`src/rtl/mbc_pkg.sv`:
```
// Shared types and constants for the multibroadcast sequencing controller.
// The optional even-parity path is enabled with MBC_PARITY_EN.
package mbc_pkg;

   typedef enum logic [2:0] {
      IDLE,
      HDR,
      PAR,
      PAYLOAD,
      DROP,
      DONE
   } mbcState_e;

   localparam int MBC_NPORT  = 4;
   localparam int MBC_LINE_W = 2;

   // Header is mask, then line, then length, all LSB first.
   function automatic int hdr_w(input int lenW);
      return MBC_NPORT + MBC_LINE_W + lenW;
   endfunction

endpackage

```
`src/rtl/mbc_hdr_shift.sv`:
```
// LSB-first serial-in header shift register with a load counter.
// Exposes a parity output only when MBC_PARITY_EN is defined.
module mbc_hdr_shift
   import mbc_pkg::*;
#(
   parameter int LEN_W = 4
) (
   input  logic                  clk_i,
   input  logic                  rst_i,
   input  logic                  shiftEn_i,
   input  logic                  bit_i,
`ifdef MBC_PARITY_EN
   output logic                  parity_o,
`endif
   output logic [MBC_NPORT-1:0]  mask_o,
   output logic [MBC_LINE_W-1:0] line_o,
   output logic [LEN_W-1:0]      lenNext_o,
   output logic                  hdrFull_o
);

   localparam int HW = hdr_w(LEN_W);
   localparam int CW = $clog2(HW);
   localparam logic [CW-1:0] LAST = CW'(HW - 1);

   logic [HW-1:0] hdr_q, hdr_d;
   logic [CW-1:0] cnt_q, cnt_d;

   // New bits enter at the MSB so the first received bit ends up at bit 0.
   always_comb begin
      hdr_d = hdr_q;
      cnt_d = cnt_q;
      if (shiftEn_i) begin
         hdr_d = {bit_i, hdr_q[HW-1:1]};
         cnt_d = (cnt_q == LAST) ? '0 : cnt_q + 1'b1;
      end
   end

   always_ff @(posedge clk_i or posedge rst_i) begin
      if (rst_i) begin
         hdr_q <= '0;
         cnt_q <= '0;
      end else begin
         hdr_q <= hdr_d;
         cnt_q <= cnt_d;
      end
   end

   assign hdrFull_o = shiftEn_i && (cnt_q == LAST);
   assign mask_o    = hdr_q[MBC_NPORT-1:0];
   assign line_o    = hdr_q[MBC_NPORT +: MBC_LINE_W];
   // Length as it will be once the bit being sampled now is shifted in.
   assign lenNext_o = hdr_d[MBC_NPORT + MBC_LINE_W +: LEN_W];

`ifdef MBC_PARITY_EN
   assign parity_o = ^hdr_q;
`endif

endmodule

```
`src/rtl/multibroadcast_ctrl.sv`:
```
// Sequencing controller in front of the 1-to-16 serial multibroadcast demux.
// Define MBC_PARITY_EN to add the even-parity check with PAR/DROP states and err_o.
module multibroadcast_ctrl
   import mbc_pkg::*;
#(
   parameter int LEN_W = 4
) (
   input  logic                  clk_i,
   input  logic                  rst_i,
   input  logic                  serIn_i,
   output logic                  serOut_o,
   output logic [MBC_NPORT-1:0]  PB_o,
   output logic [MBC_LINE_W-1:0] LB_o,
   output logic                  busy_o,
   output logic                  done_o,
   output logic                  err_o
);

   mbcState_e state_q, state_d;

   logic [LEN_W-1:0]      cnt_q, cnt_d;
   logic                  serOut_q, serOut_d;
   logic [MBC_NPORT-1:0]  pb_q, pb_d;
   logic [MBC_LINE_W-1:0] lb_q, lb_d;
   logic                  busy_q, busy_d;
   logic                  done_q, done_d;

   logic [MBC_NPORT-1:0]  mask;
   logic [MBC_LINE_W-1:0] line;
   logic [LEN_W-1:0]      lenNext;
   logic                  hdrFull;

`ifdef MBC_PARITY_EN
   logic hdrParity;
   logic parityBad;
   logic err_q, err_d;

   assign parityBad = serIn_i != hdrParity;
`endif

   mbc_hdr_shift #(
      .LEN_W(LEN_W)
   ) u_hdr (
      .clk_i    (clk_i),
      .rst_i    (rst_i),
      .shiftEn_i(state_q == HDR),
      .bit_i    (serIn_i),
`ifdef MBC_PARITY_EN
      .parity_o (hdrParity),
`endif
      .mask_o   (mask),
      .line_o   (line),
      .lenNext_o(lenNext),
      .hdrFull_o(hdrFull)
   );

   always_ff @(posedge clk_i or posedge rst_i) begin
      if (rst_i) begin
         state_q  <= IDLE;
         cnt_q    <= '0;
         serOut_q <= 1'b0;
         pb_q     <= '0;
         lb_q     <= '0;
         busy_q   <= 1'b0;
         done_q   <= 1'b0;
`ifdef MBC_PARITY_EN
         err_q    <= 1'b0;
`endif
      end else begin
         state_q  <= state_d;
         cnt_q    <= cnt_d;
         serOut_q <= serOut_d;
         pb_q     <= pb_d;
         lb_q     <= lb_d;
         busy_q   <= busy_d;
         done_q   <= done_d;
`ifdef MBC_PARITY_EN
         err_q    <= err_d;
`endif
      end
   end

   always_comb begin
      state_d = state_q;
      case (state_q)
         IDLE:    if (!serIn_i) state_d = HDR;
         HDR: begin
            if (hdrFull) begin
`ifdef MBC_PARITY_EN
               state_d = PAR;
`else
               state_d = (lenNext != '0) ? PAYLOAD : DONE;
`endif
            end
         end
`ifdef MBC_PARITY_EN
         PAR: begin
            if (cnt_q == '0)    state_d = DONE;
            else if (parityBad) state_d = DROP;
            else                state_d = PAYLOAD;
         end
         PAYLOAD, DROP: if (cnt_q == LEN_W'(1)) state_d = DONE;
`else
         PAYLOAD: if (cnt_q == LEN_W'(1)) state_d = DONE;
`endif
         DONE:    state_d = IDLE;
         default: state_d = IDLE;
      endcase
   end

   // Output registers are loaded on the same edge that samples the bit.
   always_comb begin
      cnt_d    = cnt_q;
      serOut_d = serOut_q;
      pb_d     = pb_q;
      lb_d     = lb_q;
      busy_d   = busy_q;
      done_d   = 1'b0;
`ifdef MBC_PARITY_EN
      err_d    = 1'b0;
`endif
      case (state_q)
         IDLE: if (!serIn_i) busy_d = 1'b1;
         HDR:  if (hdrFull) cnt_d = lenNext;
         PAYLOAD: begin
            serOut_d = serIn_i;
            pb_d     = mask;
            lb_d     = line;
            cnt_d    = cnt_q - 1'b1;
         end
`ifdef MBC_PARITY_EN
         PAR:  err_d = parityBad;
         DROP: begin
            serOut_d = 1'b0;
            pb_d     = '0;
            cnt_d    = cnt_q - 1'b1;
         end
`endif
         DONE: begin
            serOut_d = 1'b0;
            pb_d     = '0;
            done_d   = 1'b1;
            busy_d   = 1'b0;
         end
         default: ;
      endcase
   end

   assign serOut_o = serOut_q;
   assign PB_o     = pb_q;
   assign LB_o     = lb_q;
   assign busy_o   = busy_q;
   assign done_o   = done_q;
`ifdef MBC_PARITY_EN
   assign err_o    = err_q;
`else
   assign err_o    = 1'b0;
`endif

endmodule

```
`config.mk`:
```
export PLATFORM = sky130hd
export DESIGN_NAME = multibroadcast_ctrl
export DESIGN_NICKNAME = d
export VERILOG_FILES = /design/src/rtl/mbc_pkg.sv /design/src/rtl/mbc_hdr_shift.sv /design/src/rtl/multibroadcast_ctrl.sv
export SDC_FILE = /design/constraint.sdc
export NUM_CORES = 1
export LEC_CHECK = 0
export CAP_MARGIN = 20
export CORE_UTILIZATION = 50
export DETAILED_ROUTE_END_ITERATION = 8
export PLACE_DENSITY = 0.82
export SYNTH_ARGS = -nofsm -noshare
export SYNTH_HDL_FRONTEND = slang
export SYNTH_SLANG_ARGS = --single-unit
export TNS_END_PERCENT = 20
```
`constraint.sdc`:
```
create_clock -name clk_i -period 1.4 [get_ports clk_i]
set_input_delay 0.42 -clock clk_i [delete_from_list [all_inputs] [get_ports clk_i]]
set_output_delay 0.42 -clock clk_i [all_outputs]
set_load 0.02 [all_outputs]
```
==> out/summary.txt, run 1 <==
Status: complete, but fails checks
Violated checks: negative setup slack
Critical path origin: state_q[2]
Most used DFF post-synth: dfrtp_1
Period minus WS final: 1.46 ns
Reg clk slew, reported paths: 0.09 ns
Die Y: 56.1 µm
Final Skew: 0.00925 ns
Initial DRT Pass Iterations: 4
Via count: 1082
Critical Path End Type: flop
First-pass GRT wire length: 5.08 mm
Synthesized flop and latch total: 30
Fin cells: 190
Worst-Skew Late Latency: 0.33 ns
Pwr dens: 2340 nW/µm²
Critical path class: reg -> reg
Gate Count Post-Synth: 126
Max clock buf depth: 2
Avg Cell Area, Syn: 11.6 µm²
Critical Path RT: 1.62 ns
Die width: 56.1 µm
Sw Ratio: 0.382
Hold_ws: 0.417 ns
Crit start category: flop
Crit path DAT: 1.67 ns
RD Place Congestion: 0.877
Fmax achieved: 0.687 GHz
Synth cell count leaders: 30 x dfrtp_1, 11 x mux2_1, 8 x o21ai_0
LEAKAGE: 0.819 nW
Inst Count DP: 181
Yosys top cell by area: dfrtp_1
Antenna-violating nets left: 0
Port bufs: 11
Post-synth EDFFs: 0
Yosys cell types: 42
Sequential area share after synthesis: 0.514
Total GRT Usage: 0.217
WL per Instance: 15.8 µm
DR DRC count: 0
P_int: 2.54 mW
Most numerous cell in the Yosys netlist: dfrtp_1
Grt ovf: 0
Reg-to-reg setup timing slack: -0.06 ns
Total power: 4.12 mW
Starting Density: 0.530
CTS sink count: 30
I/O pin count: 13
Ys Warns: 0
Post-Route WL: 3.00 mm
Max VDD drop: 1.52 mV
Synthesis-to-layout area growth: 20.5%
Sw power: 1.57 mW
Via/cell ratio: 5.69
Hold WC Path Type: in -> async
Setup slack after layout: -0.0553 ns
Mapped Nets: 131
Reg2reg start: state_q[2]
Initial antenna violation count: 0
Core area: 2760 µm²
Mapped cell area: 1460 µm²
Initial DRC Count: 20
CTS root buf: clkbuf_4
Asr flop ratio synth: 1.00
Final #Nets: 163
Unrepaired setup endpoints after global routing: yes
CTS tree: done
Core Rows: 19
Final setup viols: 2
Final max-slew violation count: 0
Full die area: 3140 µm²
Layout cells sized above 1: 0.289
Largest net degree at the start of global routing: 31
CP max FO: 2
Synth area leaders: dfrtp_1 51%, mux2_1 8.5%, o21ai_0 2.7%, a22oi_1 2.6%, mux2i_1 2.1%
Diode count: 0
CTS Buf Count: 5
H-tree levels: 2
Hold Fails Final Rpt: 0
Reg power frac: 0.388
Number of global-route vias before repair: 1098
TNS Setup: -0.0649 ns
Tcrit/Tclk final: 1.04
Share of the synthesized area in the top cell type: 0.514
Max Cap Viol: 0
Combinational group share of total power: 0.483
DP Wirelength: 2.13 mm
Dpl ws: -0.132 ns
Clock power frac: 0.129
[state kept, by name, summed over array words and instances, names as in the netlist]
register	flops
LB_o	2
PB_o	4
busy_o	1
cnt_q	4
done_o	1
serOut_o	1
state_q	3
u_hdr.cnt_q	4
u_hdr.hdr_q	10
[cells by family (layout without fill, tap and decap cells)]
family	after synthesis	in the layout	share of synthesized area
simple gates	34	34	0.152
flops	30	30	0.514
compound gates	27	27	0.123
mux	17	17	0.131
buf+inv	13	46	0.0488
fa+ha+maj	2	2	0.0171
xor+xnor	2	2	0.0120
other cells	1	1	0.00257
[area by class of cell]
class                           count  area (µm²)
Clock buffer                        7        55.1
Clock inverter                      1        5.00
Fill cell                         229         997
Inverter                            6        22.5
Multi-Input combinational cell     83         649
Sequential cell                    30         751
Tap cell                           31        38.8
Timing Repair Buffer               32         239
[per-stage QoR]
step | util | instance area, µm²
5_1_grt | 0.638 | 1760
2_1_floorplan | - | 1460
6_report | 0.638 | 1760
4_1_cts | 0.638 | 1760
3_5_place_dp | 0.625 | 1720
3_3_place_gp | 0.625 | 1720
[path summary, 6_finish.rpt]
kind / depth (start not counted) / to
setup / recovery: 4 / cnt_q[2]
hold / removal: 3 / PB_o[0]
setup reg to reg: 4 / cnt_q[2]
hold reg to reg: 1 / u_hdr.hdr_q[0]
max in group asynchronous: 3 / LB_o[0]
min in group clk_i: 1 / u_hdr.hdr_q[0]
[power by group through the flow]
| stage | combinational, mW | sequential, mW | clock, mW |
|---|---|---|---|
| global placement | 1.93 | 1.57 | 0 |
| finish | 1.99 | 1.60 | 0.531 |
| floorplan | 1.12 | 1.71 | 0 |
| global route | 2.18 | 1.65 | 0.592 |
| detailed placement | 2.05 | 1.61 | 0 |
| CTS | 1.97 | 1.60 | 0.551 |
[layer usage]
metal | routed length, µm | global-route usage | vias to the layer above
li1 | - | - | 521
met1 | 1250 | 0.244 | 522
met2 | 1500 | 0.357 | 28
met3 | 157 | 0.0791 | 11
met4 | 95 | 0.115 | 0
met5 | 0 | 0 | -
[critical path, stage by stage (launching register included)]
cell,delay (ns)
dfrtp_1,0.39
buf_4,0.14
or3b_1,0.34
mux2_4,0.27
o221a_1,0.20
[cells in the final DEF, fill, tap and decap left out, types with 3 or more instances in the layout]
cell,count
nand2_1,5
inv_1,5
buf_2,9
a22oi_1,5
buf_4,19
o21ai_0,8
nor2_1,7
mux2_1,11
a21oi_1,3
mux2i_1,3
or3b_1,3
clkbuf_4,5
dfrtp_1,30
[repair_timing]
item,CTS,global route
setup buffers,0,1
hold buffers,0,0
pin swaps,3,0
endpoints found under the setup margin,13,10
gates resized for setup,35,6
(Power assumes the default switching activity.)
==> run 2, diff against run 1 <==
ABC_AREA = 1   (was default)
CTS_BUF_LIST = sky130_fd_sc_hd__clkbuf_4   (was default)
PLACE_DENSITY = 0.83   (was 0.82)
==> run 2 against run 1 <==
The run now ends clean. Combinational power increased by 13%. Sequential power down 8%. Clock skew is 0.0036 ns higher. Register-to-register slack better by 0.11 ns. First-iteration DRC count rose to 2.5 times the previous value. Total power grew 2.7%. Highest routed layer unchanged. Largest cell class unchanged. Cell count up 11%. Via count up 4.5%. Die area fell by 5.4%. Synthesized area decreased by 5.7%. Hold slack got worse by 0.0015 ns.
==> out/summary.txt, run 2 <==
Dpl ws: -0.00912 ns (was -0.132 ns)
First-pass GRT wire length: 4.93 mm (was 5.08 mm)
Max VDD drop: 1.55 mV (was 1.52 mV)
DP Wirelength: 2.10 mm (was 2.13 mm)
Critical Path RT: 1.61 ns (was 1.62 ns)
Total GRT Usage: 0.249 (was 0.217)
Hold Fails Final Rpt: 0 (unchanged)
Final Skew: 0.0128 ns (was 0.00925 ns)
H-tree levels: 2 (unchanged)
Reg-to-reg setup timing slack: 0.06 ns (was -0.06 ns)
Top reg by flops: u_hdr.hdr_q (unchanged)
Starting Density: 0.542 (was 0.530)
Area after DPL: 1550 µm² (was 1720 µm²)
Antenna-violating nets left: 0 (unchanged)
Initial DRC Count: 50 (was 20)
I/O pin count: 13 (unchanged)
Number of global-route vias before repair: 1120 (was 1098)
Synth cell count leaders: 34 x nand2_1, 30 x dfrtp_1, 15 x inv_1 (was 30 x dfrtp_1, 11 x mux2_1, 8 x o21ai_0)
Mapped cell area: 1380 µm² (was 1460 µm²)
Full die area: 2970 µm² (was 3140 µm²)
Tcrit/Tclk final: 0.959 (was 1.04)
LEAKAGE: 0.841 nW (was 0.819 nW)
CP cell instances: nand2_4 > nor2_4 > inv_2 > nand3_1 > nand3_1 > nand2_1 (was buf_4 > or3b_1 > mux2_4 > o221a_1)
Ys Warns: 0 (unchanged)
CTS sink count: 30 (unchanged)
Die width: 54.5 µm (was 56.1 µm)
Post-Route WL: 2.98 mm (was 3.00 mm)
Initial antenna violation count: 0 (unchanged)
Mapped Nets: 159 (was 131)
Grt ovf: 0 (unchanged)
Crit path DAT: 1.56 ns (was 1.67 ns)
Via count: 1131 (was 1082)
Final #Nets: 185 (was 163)
CTS Hold Bufs: 0 (unchanged)
Worst-Skew Late Latency: 0.33 ns (about the same)
Synth area leaders: dfrtp_1 54%, nand2_1 9.3%, nand3_1 4.4%, inv_1 4.1%, o21ai_0 3.6% (was dfrtp_1 51%, mux2_1 8.5%, o21ai_0 2.7%, a22oi_1 2.6%, mux2i_1 2.1%)
Post-synth EDFFs: 0 (unchanged)
Unrepaired setup endpoints after global routing: yes (unchanged)
Gate Count Post-Synth: 154 (was 126)
Layout cells sized above 1: 0.238 (was 0.289)
Fmax achieved: 0.745 GHz (was 0.687 GHz)
Synthesis-to-layout area growth: 17.4% (was 20.5%)
CP max FO: 18 (was 2)
Status: complete, no violations (was complete, but fails checks)
Setup slack after layout: 0.0573 ns (was -0.0553 ns)
Via/cell ratio: 5.36 (was 5.69)
Highest Signal Layer: met4 (unchanged)
Max clock buf depth: 2 (unchanged)
Crit-path slowest cell: dfrtp_2 (was dfrtp_1)
Crit start category: flop (unchanged)
Most used DFF post-synth: dfrtp_1 (unchanged)
Met2 wire len: 1.54 mm (was 1.50 mm)
Largest net degree at the start of global routing: 31 (unchanged)
Routed metal-1 wirelength: 1.24 mm (was 1.25 mm)
Initial DRT Pass Iterations: 4 (unchanged)
Most Frequent Cell on Critical Path: nand3_1
Core Rows: 18 (was 19)
Critical path class: reg -> reg (unchanged)
CTS root buf: clkbuf_4 (unchanged)
WL per Instance: 14.1 µm (was 15.8 µm)
Max reg flops: 10 (unchanged)
Reg-to-reg endpoint: cnt_q[3] (was cnt_q[2])
Avg Cell Area, Syn: 8.95 µm² (was 11.6 µm²)
Diode count: 0 (unchanged)
Core area: 2540 µm² (was 2760 µm²)
Period minus WS final: 1.34 ns (was 1.46 ns)
Synthesized flop and latch total: 30 (unchanged)
Port bufs: 11 (unchanged)
Max Cap Viol: 0 (unchanged)
Pwr dens: 2610 nW/µm² (was 2340 nW/µm²)
Die Y: 54.5 µm (was 56.1 µm)
Most common cell after layout, fill and taps aside: nand2_1 (was dfrtp_1)
Yosys cell types: 21 (was 42)
RD Place Congestion: 0.883 (was 0.877)
Finished Cell Area: 1620 µm² (was 1760 µm²)
Final setup viols: 0 (was 2)
CTS Buf Count: 5 (unchanged)
TNS Setup: 0 ns (was -0.0649 ns)
Asr flop ratio synth: 1.00 (unchanged)
Reg2reg path depth: 6 (was 4)
DR DRC count: 0 (unchanged)
Sequential area share after synthesis: 0.544 (was 0.514)
Most numerous cell in the Yosys netlist: nand2_1 (was dfrtp_1)
Worst path max stage delay: 0.48 ns (was 0.39 ns)
CTS tree: done (unchanged)
Critical Path End Type: flop (unchanged)
Final max-slew violation count: 0 (unchanged)
Most frequent cells in the layout: 34 x nand2_1, 29 x dfrtp_1, 15 x inv_1 (was 30 x dfrtp_1, 19 x buf_4, 11 x mux2_1)
Share of the synthesized area in the top cell type: 0.544 (was 0.514)
Reg2reg start: state_q[0] (was state_q[2])
Hold WC Path Type: in -> async (unchanged)
Reg clk slew, reported paths: 0.10 ns (was 0.09 ns)
Yosys top cell by area: dfrtp_1 (unchanged)
WL met3: 143 µm (was 157 µm)
## run 2: cell types whose count changed in the layout (fill, tap and decap cells not counted), moves of 3 or more
cell,change
mux2_1,-11
a22oi_1,-5
or3b_1,-3
nand3_1,+10
nor2_4,+3
mux2i_1,-3
buf_4,-9
xor2_1,+3
nand2_1,+29
nor2_1,+5
o21ai_1,+6
nand2_4,+3
inv_1,+10
## run 2: stage by stage
step / hold WS [ns] / power (mW) / util / instances
floorplan: 0.449 / 2.91 / - / 154
detailed placement: 0.474 / 3.57 / 0.611 / 197
global placement: 0.469 / 3.45 / 0.611 / 197
finish: 0.416 / 4.22 / 0.636 / 211
CTS: 0.409 / 4.01 / 0.617 / 205
global route: 0.437 / 4.53 / 0.636 / 211
## run 2: routing by layer
layer,up-vias,global-route usage
li1,539,-
met1,548,0.293
met2,37,0.413
met3,7,0.0694
met4,0,0.128
met5,-,0
## run 2: worst max-delay path by stage
stage	start	endpoint	slack (ns)	cells after the start
floorplan	state_q[2]	cnt_q[2]	0.21	8
global placement	serIn_i	state_q[1]	0.02	7
detailed placement	serIn_i	state_q[1]	-0.009	7
CTS	serOut_o	serOut_o	0.002	1
global route	state_q[0]	cnt_q[3]	-0.03	6
finish	state_q[0]	cnt_q[3]	0.06	6
## run 2: cells by family after synthesis
logic type	count (synthesis)	synth area share
simple gates	71	0.252
compound gates	24	0.0889
other cells	1	0.00272
fa+ha+maj	2	0.0181
flops	30	0.544
xor+xnor	4	0.0254
buf+inv	22	0.0681
## run 2: what timing repair did
item | in CTS | in global routing
setup buffers | 0 | 6
hold endpoints to repair | 0 | 0
pin swaps | 0 | 1
setup endpoints to repair | 9 | 7
resized for setup | 35 | 5
## run 2: layout make-up
type                       instances  area [µm²]
fill                             233         926
sequential                        30         752
multi-input combinational        102         542
timing repair buffer              22         160
inverter                          19        73.8
clock buffer                       6        45.0
tap                               30        37.5
clock inverter                     2        8.76
## run 2: where the power goes
part	switching [mW]	internal, mW	total (mW)
Clock	0.293	0.208	0.501
Sequential	0.247	1.23	1.47
Combinational	1.39	0.863	2.25
## run 2: worst max-delay path: cells and delay by family, from the launching register on
kind          cells  cell delay, ns
flops             1            0.48
buf+inv           1            0.24
simple gates      5            0.51
